===== config.mk =====
export PLATFORM = sky130hd
export DESIGN_NAME = hermes_clksrc_supervisor
export DESIGN_NICKNAME = d
export VERILOG_FILES = /design/src/rtl/hermes_clksrc_supervisor_pkg.sv /design/src/rtl/hermes_clksrc_supervisor_debounce.sv /design/src/rtl/hermes_clksrc_supervisor.sv
export SDC_FILE = /design/constraint.sdc
export NUM_CORES = 1
export LEC_CHECK = 0
export BUFFER_PORTS_ARGS = -buffer_cell sky130_fd_sc_hd__clkbuf_2
export CAP_MARGIN = 20
export CORE_MARGIN = 5
export CORE_UTILIZATION = 48
export DETAILED_ROUTE_END_ITERATION = 8
export GPL_ROUTABILITY_DRIVEN = 1
export PLACE_DENSITY = 0.65
export SLEW_MARGIN = 10
export SYNTH_ARGS = -nofsm -noshare
export SYNTH_HDL_FRONTEND = slang
export SYNTH_HIERARCHICAL = 1
export SYNTH_SLANG_ARGS = --single-unit

===== constraint.sdc =====
create_clock -name rstclk -period 3.4 [get_ports rstclk]
set_input_delay 0.51 -clock rstclk [delete_from_list [all_inputs] [get_ports rstclk]]
set_output_delay 0.51 -clock rstclk [all_outputs]
set_load 0.005 [all_outputs]

===== src/rtl/hermes_clksrc_supervisor_pkg.sv =====
// Shared types and width helpers for the Hermes clock-source supervisor.
// Latency: none (types and constant functions only).
// Backpressure: none.
package hermes_clksrc_supervisor_pkg;

    typedef enum logic [2:0] {
        ST_WAIT_LOCK = 3'd0,
        ST_SELECT    = 3'd1,
        ST_SETTLE    = 3'd2,
        ST_RELEASE   = 3'd3,
        ST_RUN       = 3'd4
    } sup_state_t;

    // $clog2 that never returns 0, so single-entry vectors still get one bit.
    function automatic int clog2_min1(input int n);
        return (n > 1) ? $clog2(n) : 1;
    endfunction

    function automatic int max2(input int a, input int b);
        return (a > b) ? a : b;
    endfunction

endpackage


===== src/rtl/hermes_clksrc_supervisor_debounce.sv =====
// Two-flop synchroniser plus stability counter for one external clock-source valid flag.
// Latency: 2 sync cycles + 2**DEB_W-1 stable cycles + 2 before deb_valid follows the input.
// Backpressure: none; free-running on rstclk.
//
// Ports: rstclk / extreset (async active-low), din (async source flag), deb_valid (debounced level).
module hermes_clksrc_supervisor_debounce #(
    parameter int DEB_W = 16
) (
    input  logic rstclk,
    input  logic extreset,
    input  logic din,
    output logic deb_valid
);

    logic [1:0]       sync_q;
    logic             last_q;
    logic [DEB_W-1:0] cnt_q;

    always_ff @(posedge rstclk or negedge extreset) begin
        if (!extreset) begin
            sync_q    <= '0;
            last_q    <= 1'b0;
            cnt_q     <= '0;
            deb_valid <= 1'b0;
        end else begin
            sync_q <= {sync_q[0], din};
            last_q <= sync_q[1];
            // Any edge restarts the stability window; the debounced level
            // only moves once the counter has saturated.
            if (sync_q[1] != last_q) begin
                cnt_q <= '0;
            end else if (cnt_q != '1) begin
                cnt_q <= cnt_q + DEB_W'(1);
            end else begin
                deb_valid <= last_q;
            end
        end
    end

endmodule


===== src/rtl/hermes_clksrc_supervisor.sv =====
// Clock-source and staged-reset supervisor: picks an AD9866 clock source, drives the mux select, sequences core resets.
// Latency: SETTLE cycles from mux select to first release, then STAGE cycles per further domain.
// Backpressure: none; any loss of the selected source or of PLL lock immediately re-asserts all resets.
//
// Ports: rstclk, extreset (async active-low), pll_locked / src_valid / force_en / force_sel (async inputs),
//        clkselect (mux select), core_rst_n (per-domain resets), active_src, running, switch_cnt, fault.
module hermes_clksrc_supervisor
    import hermes_clksrc_supervisor_pkg::*;
#(
    parameter int NSRC     = 4,
    parameter int NRST     = 3,
    parameter int DEB_W    = 16,
    parameter int SETTLE   = 1024,
    parameter int STAGE    = 64,
    parameter int AUTO_REV = 1
) (
    input  logic                        rstclk,
    input  logic                        extreset,
    input  logic                        pll_locked,
    input  logic [NSRC-1:0]             src_valid,
    input  logic                        force_en,
    input  logic [clog2_min1(NSRC)-1:0] force_sel,
    output logic [clog2_min1(NSRC)-1:0] clkselect,
    output logic [NRST-1:0]             core_rst_n,
    output logic [clog2_min1(NSRC)-1:0] active_src,
    output logic                        running,
    output logic [7:0]                  switch_cnt,
    output logic                        fault
);

    localparam int SW = clog2_min1(NSRC);
    localparam int CW = $clog2(max2(SETTLE, STAGE)) + 1;
    localparam int KW = clog2_min1(NRST) + 1;

    localparam logic [SW-1:0] FALLBACK    = SW'(NSRC - 1);
    localparam logic [CW-1:0] SETTLE_LAST = CW'(SETTLE - 1);
    localparam logic [CW-1:0] STAGE_LAST  = CW'(STAGE - 1);
    localparam logic [KW-1:0] LAST_DOM    = KW'(NRST - 1);

    // ---------------------------------------------------------------
    // Synchronisers for the control inputs
    // ---------------------------------------------------------------
    logic          pll_q1, pll_s, pll_q;
    logic          fen_q1, force_en_s;
    logic [SW-1:0] fsel_q1, force_sel_s;

    always_ff @(posedge rstclk or negedge extreset) begin
        if (!extreset) begin
            pll_q1      <= 1'b0;
            pll_s       <= 1'b0;
            pll_q       <= 1'b0;
            fen_q1      <= 1'b0;
            force_en_s  <= 1'b0;
            fsel_q1     <= '0;
            force_sel_s <= '0;
        end else begin
            pll_q1      <= pll_locked;
            pll_s       <= pll_q1;
            pll_q       <= pll_s;
            fen_q1      <= force_en;
            force_en_s  <= fen_q1;
            fsel_q1     <= force_sel;
            force_sel_s <= fsel_q1;
        end
    end

    // ---------------------------------------------------------------
    // Per-source validity: external sources debounced, fallback = PLL lock
    // ---------------------------------------------------------------
    logic [NSRC-1:0] src_ok;

    for (genvar g = 0; g < NSRC - 1; g++) begin : g_deb
        hermes_clksrc_supervisor_debounce #(
            .DEB_W (DEB_W)
        ) u_deb (
            .rstclk    (rstclk),
            .extreset  (extreset),
            .din       (src_valid[g]),
            .deb_valid (src_ok[g])
        );
    end

    assign src_ok[NSRC-1] = pll_s;

    // The top src_valid bit has no external source behind it.
    logic unused_src;
    assign unused_src = src_valid[NSRC-1];

    // ---------------------------------------------------------------
    // Target selection
    // ---------------------------------------------------------------
    logic [SW-1:0] fsel_eff;
    logic [SW-1:0] prio_sel;
    logic [SW-1:0] target;

    always_comb begin
        fsel_eff = force_sel_s;
        if (int'(force_sel_s) >= NSRC) begin
            fsel_eff = FALLBACK;
        end
        prio_sel = FALLBACK;
        for (int i = NSRC - 2; i >= 0; i--) begin
            if (src_ok[i]) begin
                prio_sel = SW'(i);
            end
        end
        target = prio_sel;
        if (force_en_s) begin
            target = src_ok[fsel_eff] ? fsel_eff : FALLBACK;
        end
    end

    logic sel_lost;
    logic want_move;
    logic pll_fall;

    assign sel_lost  = !src_ok[active_src];
    assign want_move = (target != active_src) && ((AUTO_REV != 0) || force_en_s || sel_lost);
    assign pll_fall  = pll_q && !pll_s;

    // ---------------------------------------------------------------
    // Supervisor FSM with shared settle/stage counter
    // ---------------------------------------------------------------
    sup_state_t    state;
    logic [CW-1:0] cnt;
    logic [KW-1:0] rel_k;

    always_ff @(posedge rstclk or negedge extreset) begin
        if (!extreset) begin
            state      <= ST_WAIT_LOCK;
            cnt        <= '0;
            rel_k      <= '0;
            clkselect  <= FALLBACK;
            active_src <= FALLBACK;
            core_rst_n <= '0;
            running    <= 1'b0;
            switch_cnt <= 8'd0;
            fault      <= 1'b0;
        end else if (pll_fall) begin
            // Lock loss overrides everything and is remembered until extreset.
            state      <= ST_WAIT_LOCK;
            core_rst_n <= '0;
            running    <= 1'b0;
            fault      <= 1'b1;
        end else begin
            case (state)
                ST_WAIT_LOCK: begin
                    core_rst_n <= '0;
                    running    <= 1'b0;
                    if (pll_s) begin
                        state <= ST_SELECT;
                    end
                end

                // Resets are already low here, so the mux can move safely.
                ST_SELECT: begin
                    clkselect  <= target;
                    active_src <= target;
                    if ((target != active_src) && (switch_cnt != 8'hFF)) begin
                        switch_cnt <= switch_cnt + 8'd1;
                    end
                    cnt   <= '0;
                    state <= ST_SETTLE;
                end

                ST_SETTLE: begin
                    if (sel_lost) begin
                        core_rst_n <= '0;
                        running    <= 1'b0;
                        state      <= ST_SELECT;
                    end else if (cnt == SETTLE_LAST) begin
                        cnt           <= '0;
                        core_rst_n[0] <= 1'b1;
                        if (NRST == 1) begin
                            running <= 1'b1;
                            state   <= ST_RUN;
                        end else begin
                            rel_k <= KW'(1);
                            state <= ST_RELEASE;
                        end
                    end else begin
                        cnt <= cnt + CW'(1);
                    end
                end

                ST_RELEASE: begin
                    // No partial release survives a lost source.
                    if (sel_lost) begin
                        core_rst_n <= '0;
                        running    <= 1'b0;
                        state      <= ST_SELECT;
                    end else if (cnt == STAGE_LAST) begin
                        cnt        <= '0;
                        core_rst_n <= core_rst_n | (NRST'(1) << rel_k);
                        if (rel_k == LAST_DOM) begin
                            running <= 1'b1;
                            state   <= ST_RUN;
                        end else begin
                            rel_k <= rel_k + KW'(1);
                        end
                    end else begin
                        cnt <= cnt + CW'(1);
                    end
                end

                ST_RUN: begin
                    if (sel_lost || want_move) begin
                        core_rst_n <= '0;
                        running    <= 1'b0;
                        state      <= ST_SELECT;
                    end
                end

                default: begin
                    core_rst_n <= '0;
                    running    <= 1'b0;
                    state      <= ST_WAIT_LOCK;
                end
            endcase
        end
    end

endmodule

==> metrics.csv <==
metric,value,unit
TritonCTS clock tree,done,
via count,3962,
core area,10700,um2
R2R Path Start,g_deb[0].u_deb/cnt_q[0],
# setup viols final,0,
minimum clock period,2.40,ns
ranking of synthesized cells by area,"dfrtp_1 (48%), o21ai_0 (3.4%), nor2_1 (3.1%), nand2_1 (3.0%), xnor2_1 (2.7%)",
worst vdd ir,0.000299,V
initial antenna violation count,0,
top_reg_cell synth,dfrtp_1,
Synth Cell Area,5180,um2
maximum fanout along the worst path,10,
hold depth,1,
Avg Inst Size Synth,10.0,um2
first-pass GRT wire length,17700,um
Cells after Synth,516,
I/O pin count,27,
CTS root buf,clkbuf_8,
Rows,38,
"buffers from clock root to sink, at most",2,
sequential area share after synthesis,0.489,
"antenna viol nets, final",0,
asr flop ratio synth,1.00,
Detailed Place HPWL,6950,um
Final Net Count,562,
CP endpoint kind,register,
global route overflow,0,
syn_nets,535,
critical path required time,3.67,ns
sum of negative setup slack,0,ns
Slew Limit Fails,0,
drt initial violations,125,
Crit Path Class,register to register,
RR Endpoint,g_deb[0].u_deb/cnt_q[6],
average wire per standard cell,14.7,um
port buffer count,25,
Leakage,2.44,nW
Layout area overhead,9.02,%
area share of the largest cell type after synthesis,0.479,
FMAX,416,MHz
Antenna Cells,0,
Slew HR,0.287,
total power,2.87,mW
crit share post-route,0.707,
Worst setup SP type,register,
drt total wl,10100,um
RSZ-0062 raised after global routing,no,
Fin. Hold Viols,0,
CP arrival,2.68,ns
cts hold-fix bufs,0,
vias in the first global route,3775,
critical path launch point,g_deb[0].u_deb/cnt_q[0],
post-CTS sizing,0,
die footprint,13000,um2
status,completed,
setup bufs post-CTS,0,
Detailed Routing Iterations Pass 1,5,
Final Skew,0.00893,ns
"Distinct cells, synth",62,
Post-synth EDFFs,0,
clk sink count,101,
initial cell density of the core,0.484,
synthesis-stage register bit count,101,
Slew @ Worst Pin,1.06,ns
# DRC,0,
Clock transition at path regs,0.10,ns
Yosys Warn Count,6,
Hold Crit Class,input pin to register,
vias per inst,5.77,
total CTS buffers,9,
Die Y,114,um
Max-cap violations,0,
R2R depth,6,
fraction of layout cells with a size suffix above 1,0.132,
clock latency on the worst-skew pair,0.37,ns
GP Congestion,0.830,
Tot GR Track Use,0.167,
Worst Setup EP,g_deb[0].u_deb/cnt_q[6],
Pwr Density,509,nW/um2
htree depth,3,
reg2reg setup slack,1.0,ns
cell taking the most area after synthesis,dfrtp_1,
pin count of the biggest net entering global routing,75,
Die X,114,um
[metal layers]
layer	track usage	part of all wire
met4	0.0333	0.0095
met5	0	0
met3	0.0515	0.035
met1	0.225	0.47
met2	0.267	0.49
[how the worst min path moves through the flow]
stage                             startpoint  slack (ns)                       end
floorplan                           extreset        0.21                    cnt[0]
global placement    g_deb[2].u_deb/sync_q[0]        0.34  g_deb[2].u_deb/sync_q[1]
detailed placement  g_deb[2].u_deb/sync_q[0]        0.34  g_deb[2].u_deb/sync_q[1]
CTS                             src_valid[0]        0.22  g_deb[0].u_deb/sync_q[0]
global route                    force_sel[0]        0.21                fsel_q1[0]
finish                          src_valid[0]        0.23  g_deb[0].u_deb/sync_q[0]
[cell families (layout without fill, tap and decap cells)]
group	after synthesis	after routing	synth area share
simple gates	215	215	0.239
compound gates	121	121	0.152
flops	101	101	0.489
buf+inv	33	64	0.0297
xor+xnor	25	25	0.0423
mux	12	12	0.0261
fa+ha+maj	9	9	0.0218
[synthesized netlist by cell type, drive strengths merged, types with 8 or more instances]
| cell type | n |
|---|---|
| buf | 8 |
| a21oi | 26 |
| xnor2 | 16 |
| clkbuf | 9 |
| xor2 | 9 |
| o31ai | 11 |
| o21ai | 39 |
| nand2 | 41 |
| and3 | 12 |
| and4 | 13 |
| nand4 | 22 |
| nand3 | 23 |
| or3 | 8 |
| a31oi | 9 |
| dfrtp | 99 |
| mux2i | 9 |
| nor3 | 13 |
| inv | 16 |
| ha | 9 |
| nor2 | 43 |
[layout make-up]
| class | count | area [um2] |
|---|---|---|
| Timing Repair Buffer | 33 | 188 |
| Multi-Input combinational cell | 382 | 2490 |
| Fill cell | 988 | 5050 |
| Clock inverter | 4 | 56.3 |
| Tap cell | 140 | 175 |
| Clock buffer | 11 | 141 |
| Sequential cell | 101 | 2530 |
| Inverter | 16 | 60.1 |
[critical path: stages, from the launching register on]
cell and delay (ns):
dfrtp_1 0.43, ha_1 0.27, nand4_4 0.19, nor4_1 0.94
buf_4 0.27, o311ai_0 0.11, o41ai_1 0.08
[cells in the final DEF, fill, tap and decap left out, drive strengths merged, types with 8 or more instances in the layout]
cell type,instances
buf,9
nor3,13
nand4,22
a21oi,26
mux2i,9
o31ai,11
and3,12
or3,8
nor2,43
clkbuf,35
o21ai,39
xor2,9
a31oi,9
and4,13
xnor2,16
nand2,41
nand3,23
ha,9
inv,18
dfrtp,99
[state kept, by name (all words and copies together) (netlist names), 2 cells and up]
register               count
fsel_q1                    2
force_sel_s                2
g_deb.u_deb/sync_q         6
core_rst_n                 3
g_deb.u_deb/cnt_q         48
g_deb.u_deb/deb_valid      3
active_src                 2
switch_cnt                 8
state                      3
cnt                       11
rel_k                      3
g_deb.u_deb/last_q         3
[stage by stage]
stage               cell area [um2]  std cells  worst slack, ns  hold slack (ns)   util
global placement               5450        672             1.10            0.337  0.509
CTS                            5640        687             1.04            0.219  0.527
floorplan                      5180        516             1.39            0.214      -
global route                   5640        687            0.790            0.205  0.527
detailed placement             5450        672             1.07            0.336  0.509
finish                         5640        687            0.995            0.233  0.527
[report_power, final]
group | switching (mW) | internal [mW]
clock | 0.418 | 0.364
sequential | 0.144 | 1.32
combinational | 0.372 | 0.255
No activity file was read; power rests on OpenSTA's default activity.
